<file path="src/rtl/vga_fb_reader.sv">
// rtl/vga_fb_reader.sv - VGA timing generator that streams a row-major frame buffer to the DAC.
// Three-stage pipeline: address register, one-clock buffer read, output register with syncs aligned.
module vga_fb_reader #(
    parameter int H_ACTIVE = 640,
    parameter int H_FP     = 16,
    parameter int H_SYNC   = 96,
    parameter int H_BP     = 48,
    parameter int V_ACTIVE = 480,
    parameter int V_FP     = 10,
    parameter int V_SYNC   = 2,
    parameter int V_BP     = 33
) (
    input  logic        i_clk,
    input  logic        i_rst,
    input  logic        i_en,
    output logic [18:0] o_rd_addr,
    input  logic [11:0] i_rd_data,
    output logic [11:0] o_rgb,
    output logic        o_hsync,
    output logic        o_vsync,
    output logic        o_frame_start
);
    localparam int H_TOTAL  = H_ACTIVE + H_FP + H_SYNC + H_BP;
    localparam int V_TOTAL  = V_ACTIVE + V_FP + V_SYNC + V_BP;
    localparam int HW       = $clog2(H_TOTAL);
    localparam int VW       = $clog2(V_TOTAL);
    localparam int HS_START = H_ACTIVE + H_FP;
    localparam int HS_END   = H_ACTIVE + H_FP + H_SYNC - 1;
    localparam int VS_START = V_ACTIVE + V_FP;
    localparam int VS_END   = V_ACTIVE + V_FP + V_SYNC - 1;

    typedef enum logic {IDLE, RUN} state_t;

    state_t        state_q, state_d;
    logic [HW-1:0] h_q, h_d;
    logic [VW-1:0] v_q, v_d;
    logic [18:0]   rd_addr_q, rd_addr_d;
    logic          act1_q, act1_d, hs1_q, hs1_d, vs1_q, vs1_d, fs1_q, fs1_d;
    logic          act2_q, act2_d, hs2_q, hs2_d, vs2_q, vs2_d, fs2_q, fs2_d;
    logic [11:0]   rgb_q, rgb_d;
    logic          hsync_q, hsync_d, vsync_q, vsync_d, frame_start_q, frame_start_d;

    logic line_end, frame_end, origin, running, active0, hs0, vs0;

    always_comb begin
        line_end  = (h_q == HW'(H_TOTAL - 1));
        frame_end = line_end && (v_q == VW'(V_TOTAL - 1));
        origin    = (h_q == '0) && (v_q == '0);
        running   = (state_q == RUN);
        active0   = (h_q < HW'(H_ACTIVE)) && (v_q < VW'(V_ACTIVE)) && running;
        hs0       = (h_q >= HW'(HS_START)) && (h_q <= HW'(HS_END));
        vs0       = (v_q >= VW'(VS_START)) && (v_q <= VW'(VS_END));

        h_d = line_end ? '0 : h_q + HW'(1);
        v_d = v_q;
        if (line_end) begin
            v_d = frame_end ? '0 : v_q + VW'(1);
        end

        // i_en only takes effect for the frame that starts on the next clock
        state_d = state_q;
        if (frame_end) begin
            state_d = i_en ? RUN : IDLE;
        end

        // Address advances on each active pixel; the origin restarts it so it never wraps mid-frame
        if (origin || !running) begin
            rd_addr_d = '0;
        end else if (active0) begin
            rd_addr_d = rd_addr_q + 19'd1;
        end else begin
            rd_addr_d = rd_addr_q;
        end

        act1_d = active0;
        hs1_d  = hs0;
        vs1_d  = vs0;
        fs1_d  = active0 && origin;

        act2_d = act1_q;
        hs2_d  = hs1_q;
        vs2_d  = vs1_q;
        fs2_d  = fs1_q;

        rgb_d         = act2_q ? i_rd_data : 12'd0;
        hsync_d       = ~hs2_q;
        vsync_d       = ~vs2_q;
        frame_start_d = fs2_q;
    end

    always_ff @(posedge i_clk) begin
        if (i_rst) begin
            state_q       <= IDLE;
            h_q           <= '0;
            v_q           <= '0;
            rd_addr_q     <= '0;
            act1_q        <= 1'b0;
            hs1_q         <= 1'b0;
            vs1_q         <= 1'b0;
            fs1_q         <= 1'b0;
            act2_q        <= 1'b0;
            hs2_q         <= 1'b0;
            vs2_q         <= 1'b0;
            fs2_q         <= 1'b0;
            rgb_q         <= '0;
            hsync_q       <= 1'b1;
            vsync_q       <= 1'b1;
            frame_start_q <= 1'b0;
        end else begin
            state_q       <= state_d;
            h_q           <= h_d;
            v_q           <= v_d;
            rd_addr_q     <= rd_addr_d;
            act1_q        <= act1_d;
            hs1_q         <= hs1_d;
            vs1_q         <= vs1_d;
            fs1_q         <= fs1_d;
            act2_q        <= act2_d;
            hs2_q         <= hs2_d;
            vs2_q         <= vs2_d;
            fs2_q         <= fs2_d;
            rgb_q         <= rgb_d;
            hsync_q       <= hsync_d;
            vsync_q       <= vsync_d;
            frame_start_q <= frame_start_d;
        end
    end

    assign o_rd_addr     = rd_addr_q;
    assign o_rgb         = rgb_q;
    assign o_hsync       = hsync_q;
    assign o_vsync       = vsync_q;
    assign o_frame_start = frame_start_q;
endmodule

</file>
<file path="config.mk">
export PLATFORM = sky130hd
export DESIGN_NAME = vga_fb_reader
export DESIGN_NICKNAME = d
export VERILOG_FILES = /design/src/rtl/vga_fb_reader.sv
export SDC_FILE = /design/constraint.sdc
export NUM_CORES = 1
export LEC_CHECK = 0
export CAP_MARGIN = 15
export CORE_MARGIN = 2
export CORE_UTILIZATION = 45
export CTS_BUF_LIST = sky130_fd_sc_hd__clkbuf_2 sky130_fd_sc_hd__clkbuf_4 sky130_fd_sc_hd__clkbuf_8
export CTS_CLUSTER_DIAMETER = 100
export DETAILED_ROUTE_END_ITERATION = 8
export DONT_BUFFER_PORTS = 1
export GPL_TIMING_DRIVEN = 0
export PLACE_DENSITY = 0.68
export RECOVER_POWER = 25
export SLEW_MARGIN = 20
export SYNTH_ARGS = -nofsm -noshare
export SYNTH_HDL_FRONTEND = slang
export SYNTH_SLANG_ARGS = --single-unit
</file>
<file path="constraint.sdc">
create_clock -name i_clk -period 4.7 [get_ports i_clk]
set_input_delay 0.47 -clock i_clk [delete_from_list [all_inputs] [get_ports i_clk]]
set_output_delay 0.47 -clock i_clk [all_outputs]
set_load 0.01 [all_outputs]
</file>
== Word level (Yosys, flattened, before mapping) ==
Index checks and enable logic that the tools add are counted.

* Output and inout bits: 34
* Memories: 0
* Flip-flop bits (word level): 63
* Logic and storage cells: 46
* Memory bits (writable): 0
* Bits in read-only memories: 0
* Bits in latches: 0

* Multiplexer cells: 2
* Reduce and logical (&&, ||, !) cells: 14
* Div/mod/pow operators: 0
* Bitwise operators: 3
* Add/sub/neg operators: 3
* Eq/ne operators: 2
* Shifts and indexed selects: 0
* Multipliers: 0
* Order comparisons: 6

{| class="wikitable"
|+ Operator list
! cell !! number
|-
| adder 10 x 1 -> 10 bit (second input constant) || 2
|-
| == test 10 bit (second input constant) || 2
|-
| logical NOT 10 bit || 2
|-
| adder 19 x 1 -> 19 bit (second input constant) || 1
|-
| greater-or-equal comparator 10 bit (second input constant) || 1
|-
| greater-or-equal comparator 10 x 9 -> 1 bit (second input constant) || 1
|-
| <= comparator 10 bit (second input constant) || 1
|-
| <= comparator 10 x 9 -> 1 bit (second input constant) || 1
|-
| < comparator 10 bit (second input constant) || 1
|-
| < comparator 10 x 9 -> 1 bit (second input constant) || 1
|-
| 2-to-1 mux 10 bit || 1
|-
| logical AND 1 bit || 7
|-
| OR reduction 2 bit || 3
|-
| inverter 1 bit || 3
|-
| logical NOT 1 bit || 1
|-
| logical OR 1 bit || 1
|-
| 2-to-1 mux 1 bit || 1
|}

== Logic depth before layout (Yosys ltp) ==
* Word-level depth: 4
* Depth in mapped cells: 7

== Worst setup path before layout ==
No wires, ideal clock.

* Kind: register -> register
* Start point: register h_q[0]
* End point: register v_q[9]
* Buffers on the path: 0
* Required time: 4.633 ns
* Cell stages (with the launch flop): 6
* Slack: 2.893 ns
* Data arrival time: 1.741 ns
* Cell sequence: dfxtp_1 ha_1 nand4_1 or4_4 or4_4 a21oi_2

* Longest elaborated chain between the ends: 3

{| class="wikitable"
|+ Ends and longest elaborated chain
! what !! line !! source
|-
| from (decl) || 35 || <nowiki>logic [HW-1:0] h_q, h_d;</nowiki>
|-
| from (signal assigned) || 94 || <nowiki>h_q <= '0;</nowiki>
|-
| from (signal assigned) || 111 || <nowiki>h_q <= h_d;</nowiki>
|-
| == test 10 bit (*) || 46 || <nowiki>line_end = (h_q == HW'(H_TOTAL - 1));</nowiki>
|-
| logical AND 1 bit || 47 || <nowiki>frame_end = line_end && (v_q == VW'(V_TOTAL - 1));</nowiki>
|-
| 2-to-1 mux 10 bit || 57 || <nowiki>v_d = frame_end ? '0 : v_q + VW'(1);</nowiki>
|-
| to (signal assigned) || 112 || <nowiki>v_q <= v_d;</nowiki>
|-
| to (decl) || 36 || <nowiki>logic [VW-1:0] v_q, v_d;</nowiki>
|}

Mark *: on every way between the ends. The rest lies on a longest branch, timed or not.
A chain may end at the register's enable or synchronous reset.

== Worst setup path after layout ==
* Start point: register h_q[0]
* End point: register rd_addr_q[4] (netlist: o_rd_addr[4])

* Longest elaborated chain between the ends: 4
* Elaborated cells between the ends (all ways): 7
* Classes of those cells: order compare: 1; reduce/logical: 6

{| class="wikitable"
|+ Ends and longest elaborated chain
! what !! line !! source
|-
| branches (longest 4 deep; another with < comparator 10 bit) || - ||
|-
| to (signal assigned) || 113 || <nowiki>rd_addr_q <= rd_addr_d;</nowiki>
|-
| to (decl) || 37 || <nowiki>logic [18:0] rd_addr_q, rd_addr_d;</nowiki>
|}

Parallel ways; which one is timed is not known.

==> results.cfg <==
[synth]
synth_area_sq_um = 2620
synth_top_cell_by_area = dfxtp_1
synth_cells = 286
synth_flop_cell = dfxtp_1
synth.area.top_cells = dfxtp_1 48%, a21oi_1 4.2%, xor2_1 3.7%
avgSynthCellArea_sq_um = 9.16
seq_area_frac_synth_pct = 48.2
synth_edf_count = 0
ys_top_cells_by_count = 63 x dfxtp_1, 22 x a21oi_1, 22 x nor2_1
yosysMostFrequentCell = dfxtp_1
netlist-cell-type-count = 37
syn_nets = 306
yosysWarnings = 0
ys_ff_latch = 63
synth_top_area_share_pct = 48.2
synthArstFlopShare_pct = 0

[drt]
dr.pass1.iters = 4
antenna_left = 0
drt-total-wl_mm = 5.31
via_per_inst = 5.59
drt-wirelength-per-cell_um = 14.2
vias = 2091
drt_iter0_drc = 100
drc = 0

[placed_design]
dp_hpwl_mm = 3.70
io_buffer_count = 0
dp_cells = 358
place_congestion = 0.853

[grt]
grt_max_degree = 14
track_usage_pct = 17.2
grt_pass1_vias = 1888
grt_first_pass_wirelength_mm = 8.70
antenna_found_initial = 0
grt_overflow = 0

[pwr]
power.density_nw_per_um2 = 354
p_leak_nw = 0.974
ir_drop_mv = 0.284

[worst_setup_path]
rr_worst_depth = 7
reg2reg_from = h_q[0]
crit_fanout = 10
critical_path_arrival_ns = 2.61
r2r_end = o_rd_addr[4]
crit_path_start_kind = register
path_class = register to register
crit_path_end_kind = register
r2r_slack_ns = 2.29
critPathRequiredTime_ns = 4.90

[worst_hold_path]
min_path_cells = 1
hold_path_class = input port to register
hold_path.startpoint = i_rd_data[5]
holdPathEnd = o_rgb[5]

[timing]
hold_viol = 0
tightest_slew_ns = 0.789
period_minus_slack_ns = 2.41
fin_crit_sh_pct = 51.3
setup_tns_ns = 0
slew_headroom_pct = 47.1
rsz0062_at_grt = false
final_max_slew_viol_count = 0
skew_ns = 0.0145
holdWs_ns = 0.244
setup_viol_count_final = 0
timing.fmax_ghz = 0.415

[outcome]
status = completed

[final_layout]
final_cells = 374
fill_cells = 516
nets = 317
syn_to_final_growth_pct = 11.2
antenna_cells = 0
drive_gt1_share_pct = 7.28

[clock_network]
cts_resized = 0
cts_setup_buffers = 0
cts-root-buf = clkbuf_8
worstSkewPairLatency_ns = 0.34
htreeDepth = 3
clkSinkCount = 63
cts_inserted_buffers = 9
cts_hold_buffers = 0
cts_buffer_depth = 2
clkTransAtPathRegs_ns = 0.08
cts_tree = done

[floorplan]
die_h_um = 80.3
die-area_sq_um = 6450
rows = 27
ioPinCount = 49
fp.coreArea_sq_um = 5570
die_w_um = 80.3
initial_core_util_pct = 47.0

[job]
drv_cap = 0
-- cell type report --
class,count,area [sq um],area share (%)
Clock inverter,7,80.1,2.75
Tap cell,72,90.1,3.09
Clock buffer,9,124,4.25
Buffer,9,42.5,1.46
Sequential cell,63,1260,43.3
Multi-Input combinational cell,207,1290,44.2
Inverter,7,26.3,0.902
-- cells by family after synthesis --
kind of cell               Yosys count  synth area share [%]
DFF                                 63                  48.2
muxes                                1                 0.382
AOI/OAI and AO/OA                   48                  10.7
and+or+nand+nor                    139                  31.1
adders and majority gates            5                  2.39
xor gates and xnor gates            14                  4.68
buffers and inverters               16                  2.63
-- sequential cells by signal (all words and copies together), names as in the netlist --
signal,count
vs1_q,1
running,1
o_hsync,1
hs2_q,1
act1_q,1
v_q,10
act2_q,1
vs2_q,1
h_q,10
o_vsync,1
o_frame_start,1
o_rgb,12
o_rd_addr,19
hs1_q,1
fs1_q,1
frame_start_d,1
-- placed cells by master (no fill, tap or decap), types with 3 or more instances in the layout --
cell type   n
dfxtp_1    63
nor2_1     22
a21oi_1    22
nand3_1    18
nand2_1    12
nand4_1    12
o31ai_1    12
xor2_1     11
nor2b_1    10
or4_1      10
o21ai_0    10
or3_1      10
and2_1      9
clkbuf_8    9
and3_1      8
inv_1       7
clkbuf_1    7
and2_0      5
ha_1        5
nand2b_1    4
and4_1      3
xnor2_1     3
nor4_1      3
-- worst max-delay path, stage by stage, from the launching register on --
cell and delay, ns:
dfxtp_1 0.35, inv_1 0.07, ha_1 0.13, nor4b_1 0.38
nand4_1 0.15, o21ai_1 0.65, clkbuf_1 0.44, nor2_1 0.10
-- stage by stage --
step | utilization, % | instance area, sq um | power [mW] | worst slack, ns
2_1_floorplan | - | 2620 | 0.560 | 2.89
3_3_place_gp | 48.6 | 2710 | 0.564 | 2.35
3_5_place_dp | 48.6 | 2710 | 0.564 | 2.27
4_1_cts | 52.3 | 2910 | 1.04 | 2.23
5_1_grt | 52.3 | 2910 | 1.07 | 1.91
6_report | 52.3 | 2910 | 1.03 | 2.29
-- worst max path at each step --
stage	endpoint	start	slack, ns	cells past startpoint
6_report	o_rd_addr[4]	h_q[0]	2.29	7
4_1_cts	o_rd_addr[4]	h_q[0]	2.23	7
5_1_grt	o_rd_addr[4]	h_q[0]	1.91	7
3_3_place_gp	o_rd_addr[2]	h_q[0]	2.35	7
2_1_floorplan	v_q[9]	h_q[0]	2.89	5
3_5_place_dp	o_rd_addr[4]	h_q[0]	2.27	7
-- routing by layer --
metal	wire, um	vias up	GRT usage, %
met3	283	8	5.51
met5	0	-	0
met1	2510	978	21.6
met2	2440	49	26.8
met4	72	0	8.31
li1	-	1056	-
-- power by group --
group	total [mW]	switching (mW)	internal, mW	leakage (nW)
Combinational	0.0137	0.00871	0.00498	0.370
Clock	0.480	0.230	0.250	0.0964
Sequential	0.538	0.00260	0.535	0.508
Total	1.03	0.241	0.791	0.974
Note: power is estimated with default switching activity, not from simulation.
